[config.mk]
export PLATFORM = sky130hd
export DESIGN_NAME = lsu_riscv
export DESIGN_NICKNAME = d
export VERILOG_FILES = /design/src/rtl/lsu_riscv.sv
export SDC_FILE = /design/constraint.sdc
export NUM_CORES = 1
export LEC_CHECK = 0
export BUFFER_PORTS_ARGS = -buffer_cell sky130_fd_sc_hd__buf_2
export CAP_MARGIN = 20
export CORE_AREA = 2 2 81 83
export CTS_CLUSTER_DIAMETER = 50
export DETAILED_ROUTE_END_ITERATION = 7
export DIE_AREA = 0 0 83 85
export PLACE_DENSITY = 0.71
export SLEW_MARGIN = 20
export SYNTH_ARGS = -nofsm -noshare
export SYNTH_HDL_FRONTEND = slang
export SYNTH_SLANG_ARGS = --single-unit
[constraint.sdc]
create_clock -name clk_i -period 5.74 [get_ports clk_i]
set_input_delay 1.435 -clock clk_i [delete_from_list [all_inputs] [get_ports clk_i]]
set_output_delay 1.435 -clock clk_i [all_outputs]
set_load 0.1 [all_outputs]
[src/rtl/lsu_riscv.sv]
// lsu_riscv: load-store unit between the decoder/datapath and a word-organised
// data memory.
//
// Core side:
//   core_req_i/core_we_i/core_size_i  memory request, store flag, access size
//   core_addr_i/core_wd_i             byte address, store data (rs2)
//   core_rd_o                         extended load data (completion cycle only)
//   core_stall_o                      hold PC/pipeline this cycle
//   misaligned_o                      misaligned request, nothing issued
// Memory side:
//   mem_req_o/mem_we_o/mem_be_o       request, write, byte enables
//   mem_addr_o/mem_wd_o               address, replicated write data
//   mem_rd_i/mem_ready_i              read word, access completed this cycle
module lsu_riscv (
    input  logic        clk_i,
    input  logic        rst_ni,
    input  logic        core_req_i,
    input  logic        core_we_i,
    input  logic [2:0]  core_size_i,
    input  logic [31:0] core_addr_i,
    input  logic [31:0] core_wd_i,
    output logic [31:0] core_rd_o,
    output logic        core_stall_o,
    output logic        misaligned_o,
    output logic        mem_req_o,
    output logic        mem_we_o,
    output logic [3:0]  mem_be_o,
    output logic [31:0] mem_addr_o,
    output logic [31:0] mem_wd_o,
    input  logic [31:0] mem_rd_i,
    input  logic        mem_ready_i
);

    localparam logic [2:0] LDST_B  = 3'd0;
    localparam logic [2:0] LDST_H  = 3'd1;
    localparam logic [2:0] LDST_BU = 3'd4;
    localparam logic [2:0] LDST_HU = 3'd5;

    typedef enum logic {
        IDLE = 1'b0,
        WAIT = 1'b1
    } state_t;

    state_t busy_q, busy_d;

    logic        is_b, is_h, is_w, is_u;
    logic        misaligned, go, done;
    logic [7:0]  ld_byte;
    logic [15:0] ld_half;
    logic [31:0] ld_ext;

    // Unused encodings 3/6/7 fall through to word accesses.
    assign is_b = (core_size_i == LDST_B) || (core_size_i == LDST_BU);
    assign is_h = (core_size_i == LDST_H) || (core_size_i == LDST_HU);
    assign is_w = ~is_b & ~is_h;
    assign is_u = core_size_i[2];

    assign misaligned = (is_h & core_addr_i[0])
                      | (is_w & (core_addr_i[1:0] != 2'b00));
    assign go         = core_req_i & ~misaligned;

    assign misaligned_o = core_req_i & misaligned;
    assign mem_req_o    = go;
    assign mem_we_o     = go & core_we_i;
    assign mem_addr_o   = core_addr_i;

    always_comb begin
        mem_be_o = 4'b0000;
        mem_wd_o = 32'h0;
        if (go) begin
            if (is_b) begin
                mem_be_o = 4'b0001 << core_addr_i[1:0];
                mem_wd_o = {4{core_wd_i[7:0]}};
            end else if (is_h) begin
                mem_be_o = 4'b0011 << {core_addr_i[1], 1'b0};
                mem_wd_o = {2{core_wd_i[15:0]}};
            end else begin
                mem_be_o = 4'b1111;
                mem_wd_o = core_wd_i;
            end
        end
    end

    assign ld_byte = mem_rd_i[{core_addr_i[1:0], 3'b000} +: 8];
    assign ld_half = core_addr_i[1] ? mem_rd_i[31:16] : mem_rd_i[15:0];

    always_comb begin
        ld_ext = mem_rd_i;
        if (is_b)
            ld_ext = {{24{~is_u & ld_byte[7]}}, ld_byte};
        else if (is_h)
            ld_ext = {{16{~is_u & ld_half[15]}}, ld_half};
    end

    // Load data is only driven in the completion cycle of a load.
    assign done      = (busy_q == WAIT) & mem_ready_i & go;
    assign core_rd_o = (done & ~core_we_i) ? ld_ext : 32'h0;

    // mem_ready_i is ignored in IDLE, so every access takes at least 2 cycles.
    always_comb begin
        core_stall_o = 1'b0;
        case (busy_q)
            IDLE: core_stall_o = go;
            WAIT: core_stall_o = go & ~mem_ready_i;
            default: core_stall_o = 1'b0;
        endcase
        busy_d = core_stall_o ? WAIT : IDLE;
    end

    always_ff @(posedge clk_i or negedge rst_ni) begin
        if (!rst_ni)
            busy_q <= IDLE;
        else
            busy_q <= busy_d;
    end

endmodule

### Word-level counts from Yosys, hierarchy flattened

Index checks and enable logic that the tools add are counted.

| word-level totals | value |
|---|---|
| RAM bits | 0 |
| logic and storage cells | 43 |
| bits in registers | 1 |
| memories kept | 0 |
| ROM bits | 0 |
| latch bits | 0 |

| operators by class | value |
|---|---|
| muxes and demuxes | 12 |
| bitwise gates (word level) | 20 |
| shift-type cells | 3 |
| multipliers | 0 |
| $lt $le $gt $ge | 0 |
| add/subtract/negate cells | 0 |
| eq/ne operators | 3 |
| div/mod/pow operators | 0 |
| reductions and logical operators | 4 |

Operators with widths:

| cell | count |
|---|---|
| 32-bit 2-to-1 mux | 6 |
| 32-bit by 6-bit indexed part select with 8-bit output | 1 |
| 16-bit 2-to-1 mux | 1 |
| 1-bit AND | 12 |
| 4-bit 2-to-1 mux | 3 |
| 1-bit NOT | 7 |
| 3-bit equality test, second input constant | 2 |
| 1-bit by 2-bit << shifter with 4-bit output, first input constant | 1 |
| 2-bit by 2-bit << shifter with 4-bit output, first input constant | 1 |
| 3-bit by 1-bit equality test with 1-bit output, second input constant | 1 |
| 3-bit logical NOT | 1 |
| 1-bit logical OR | 2 |
| 1-bit case mux with 2 select lines | 1 |
| 2-bit nonzero test | 1 |
| 1-bit 2-to-1 mux | 1 |
| 1-bit bitwise OR | 1 |

### Logic depth before layout (Yosys ltp)

| depth | value |
|---|---|
| depth in word-level cells | 11 |
| mapped depth | 6 |
| depth with buffers taken out | 5 |

### Least setup slack after synthesis

OpenSTA, ideal clock, no wires.

| timing | value |
|---|---|
| path type | input to output |
| from | input core_addr_i[0] |
| to | output mem_be_o[1] |
| path buffers | 3 |
| slack | -0.807 ns |
| arrival | 5.112 ns |
| stages on the path | 5 |
| cell sequence | buf_4 buf_2 buf_2 nor2_1 nor4b_1 |

| between the ends | value |
|---|---|
| longest elaborated chain between the ends | 6 |

Ends and longest elaborated chain:

| item | RTL line | RTL |
|---|---|---|
| start: declaration | 20 | `input logic [31:0] core_addr_i,` |
| 2-bit nonzero test | 59 | `\| (is_w & (core_addr_i[1:0] != 2'b00));` |
| 1-bit AND | 59 |  |
| 1-bit bitwise OR | 59 |  |
| 1-bit NOT | 60 | `assign go = core_req_i & ~misaligned;` |
| 1-bit AND | 60 |  |
| 4-bit 2-to-1 mux (*) | 70 | `if (go) begin` |
| end: declaration | 27 | `output logic [3:0] mem_be_o,` |

Mark *: on every way between the ends. The rest lies on a longest branch, timed or not.

### Final worst setup path

| timing | value |
|---|---|
| from | input core_size_i[1] |
| to | output mem_wd_o[6] |

| between the ends | value |
|---|---|
| longest elaborated chain between the ends | 9 |

Ends and longest elaborated chain:

| item | RTL line | RTL |
|---|---|---|
| start: declaration | 19 | `input logic [2:0] core_size_i,` |
| 3-bit equality test (tied with other cells) | 53 | `assign is_b = (core_size_i == LDST_B) \|\| (core_size_i == LDST_BU);` |
| 1-bit logical OR, on equally long branches | 53, 54 |  |
| 1-bit NOT | 55 | `assign is_w = ~is_b & ~is_h;` |
| 1-bit AND | 55 |  |
| 1-bit AND | 59 |  |
| 1-bit bitwise OR | 59 |  |
| 1-bit NOT | 60 |  |
| 1-bit AND | 60 |  |
| 32-bit 2-to-1 mux (*) | 70 |  |
| end: declaration | 29 | `output logic [31:0] mem_wd_o,` |

Marks and branches as above.

==> reports/qor.yml <==
die_y_um: 85
drv_cap: 0
ys_ff_latch: 1
first_global_vias: 2118
synth_fa_ha_area_share_pct: 0
grt_overflow: 0
grt_max_degree: 28
rows: 29
synth-edff-count: 0
yosysMostFrequentCell: "buf_4"
top_register: "busy_q"
drive_gt1_share_pct: 50.40
largest_register_ffs: 1
utilization_pct: 41.86
synth_area_leaders: "buf_4, mux2i_1, a21oi_1, o22ai_1, nor2_1"
hp-class: "reg2reg"
wirelength_um: 6651
grt.total_usage_pct: 16.67
viasPerCell: 5.020
antenna_found_initial: 0
setup_viol: 0
core_area_um2: 6205
dpl_cell_area_um2: 2597
syn_to_final_growth_pct: 47.03
die_area_um2: 7055
grt_pass1_wl_um: 10190
slew_viol_final: 0
pin_count: 208
vias: 2249
yosysSeqAreaShare_pct: 1.416
drt_iter0_drc: 134
worstSkewPairLatency_ns: 0
synth_top_area_share_pct: 14.02
start_util_pct: 28.47
whs_ns: 0.4599
p_per_area_nw_per_um2: 102.9
fin_crit_ns: 4.922
critPathKind: "in2out"
drt_first_pass_iters: 4
end_kind: "output pin"
status: "finished clean"
diodes: 0
synth_ff_type: "dfrtp_1"
cp.arrival_ns: 3.49
synth_fp_nets: 376
largestRegisters: "busy_q: 1 flops"
cts_resized: 0
design_area_um2: 2597
critPathMaxFanout: 26
yosys.area.top_type: "buf_4"
cp-start-kind: "input port"
synthXorXnorAreaFrac_pct: 0.4958
synth_top_cells_by_count: "buf_4, a21oi_1, nor2_1"
worst_ir_drop_vdd_mv: 0.07605
fmax_ghz: 0.2032
layout_worst_path_cycle_share_pct: 85.75
dp_hpwl_um: 5256
synth_compound_area_share_pct: 31.16
crit_required_ns: 4.30
drc_errors: 0
async_flop_share_pct: 100.0
cts_setup_buffers: 0
dpl.cell_count: 448
holdBufCountCts: 0
nNetsFinal: 477
instances_no_fill: 448
antenna_left: 0
synth_area_um2: 1767
numPortBuffers: 147
avgSynthCellArea_um2: 6.495
ys_warn_count: 0
rsz0062_at_grt: "false"
rrSetupSlack_ns: 5.12
tightest_slew_ns: 0.6932
synth-simple-area-share_pct: 26.63
routedWlPerCell_um: 14.85
synth_cells: 272
finalHoldViolCount: 0
tns_ns: 0
finalClockSkew_ns: 0
ys_types: 40
die_x_um: 83
place.gp.congestion: 0.8136
power_leakage_nw: 1.376
path_clk_slew_ns: 0
maxSlewHeadroom_pct: 53.78
synth_top_family_by_area: "compound AO/OA/AOI/OAI gates"
synthMuxAreaShare_pct: 15.79
## cells in the final DEF, fill, tap and decap left out, drive strengths merged
master	instances
a21oi	42
and2	12
and3	7
buf	151
clkinv	1
dfrtp	1
inv	19
mux2	7
mux2i	20
nand2	26
nand2b	4
nand3	2
nand4b	1
nor2	30
nor2b	1
nor3	3
nor3b	2
nor4	2
nor4b	1
o21a	2
o21ai	1
o221a	8
o22ai	22
o31a	1
o31ai	1
o32ai	1
or2	1
or3b	1
xnor2	1
## logic make-up (layout without fill, tap and decap cells)
group | count (synthesis) | after routing
xor gates and xnor gates | 1 | 1
buffers and inverters | 72 | 171
AOI/OAI and AO/OA | 78 | 78
DFF | 1 | 1
and+or+nand+nor | 93 | 93
muxes | 27 | 27
## report_power, final
| part | switching [W] | internal (W) | leakage (nW) |
|---|---|---|---|
| Sequential | 0.000000231 | 0.00000766 | 0.0131 |
| Combinational | 0.000194 | 0.0000651 | 1.36 |
| Clock | 0 | 0 | 0 |
## area by class of cell
cell class              count  area [um2]
flip-flops and latches      1       25.02
well taps                  77       96.34
inverters                  20       75.07
multi-input cells         199        1320
fillers                   628        3607
repair buffers            151        1081
## metrics by stage
stage	total power (W)	setup slack (ns)
after global routing	0.0002820	0.6970
after detailed placement	0.0002674	0.8179
after floorplan	0.0003039	0.1709
final	0.0002673	0.8178
after CTS	0.0002680	0.8142
after global placement	0.0002646	0.8732
## layer usage
layer / part of all wire (%) / track usage [%] / wire length (um)
met2: 50 / 29.91 / 3318
met3: 6.9 / 1.946 / 460
met4: 1.8 / 3.726 / 118
met5: 0 / 0 / 0
met1: 41 / 21.42 / 2753
## path summary, 6_finish.rpt
path	startpoint	end	cells after the start
setup / recovery	core_size_i[1]	mem_wd_o[6]	8
hold / removal	busy_q$_DFF_PN0_	busy_q$_DFF_PN0_	1
setup reg to reg	busy_q$_DFF_PN0_	busy_q$_DFF_PN0_	1
hold reg to reg	busy_q$_DFF_PN0_	busy_q$_DFF_PN0_	1
max in group asynchronous	rst_ni	busy_q$_DFF_PN0_	1
min in group asynchronous	rst_ni	busy_q$_DFF_PN0_	1
## critical path, cell delays in order
cell and delay (ns):
buf_2 0.29, or2_2 0.49, nand2_1 0.12, nand3_2 0.07, buf_4 0.21, inv_1 0.25, and2_1 0.19, buf_2 0.43
(Power assumes the default switching activity.)
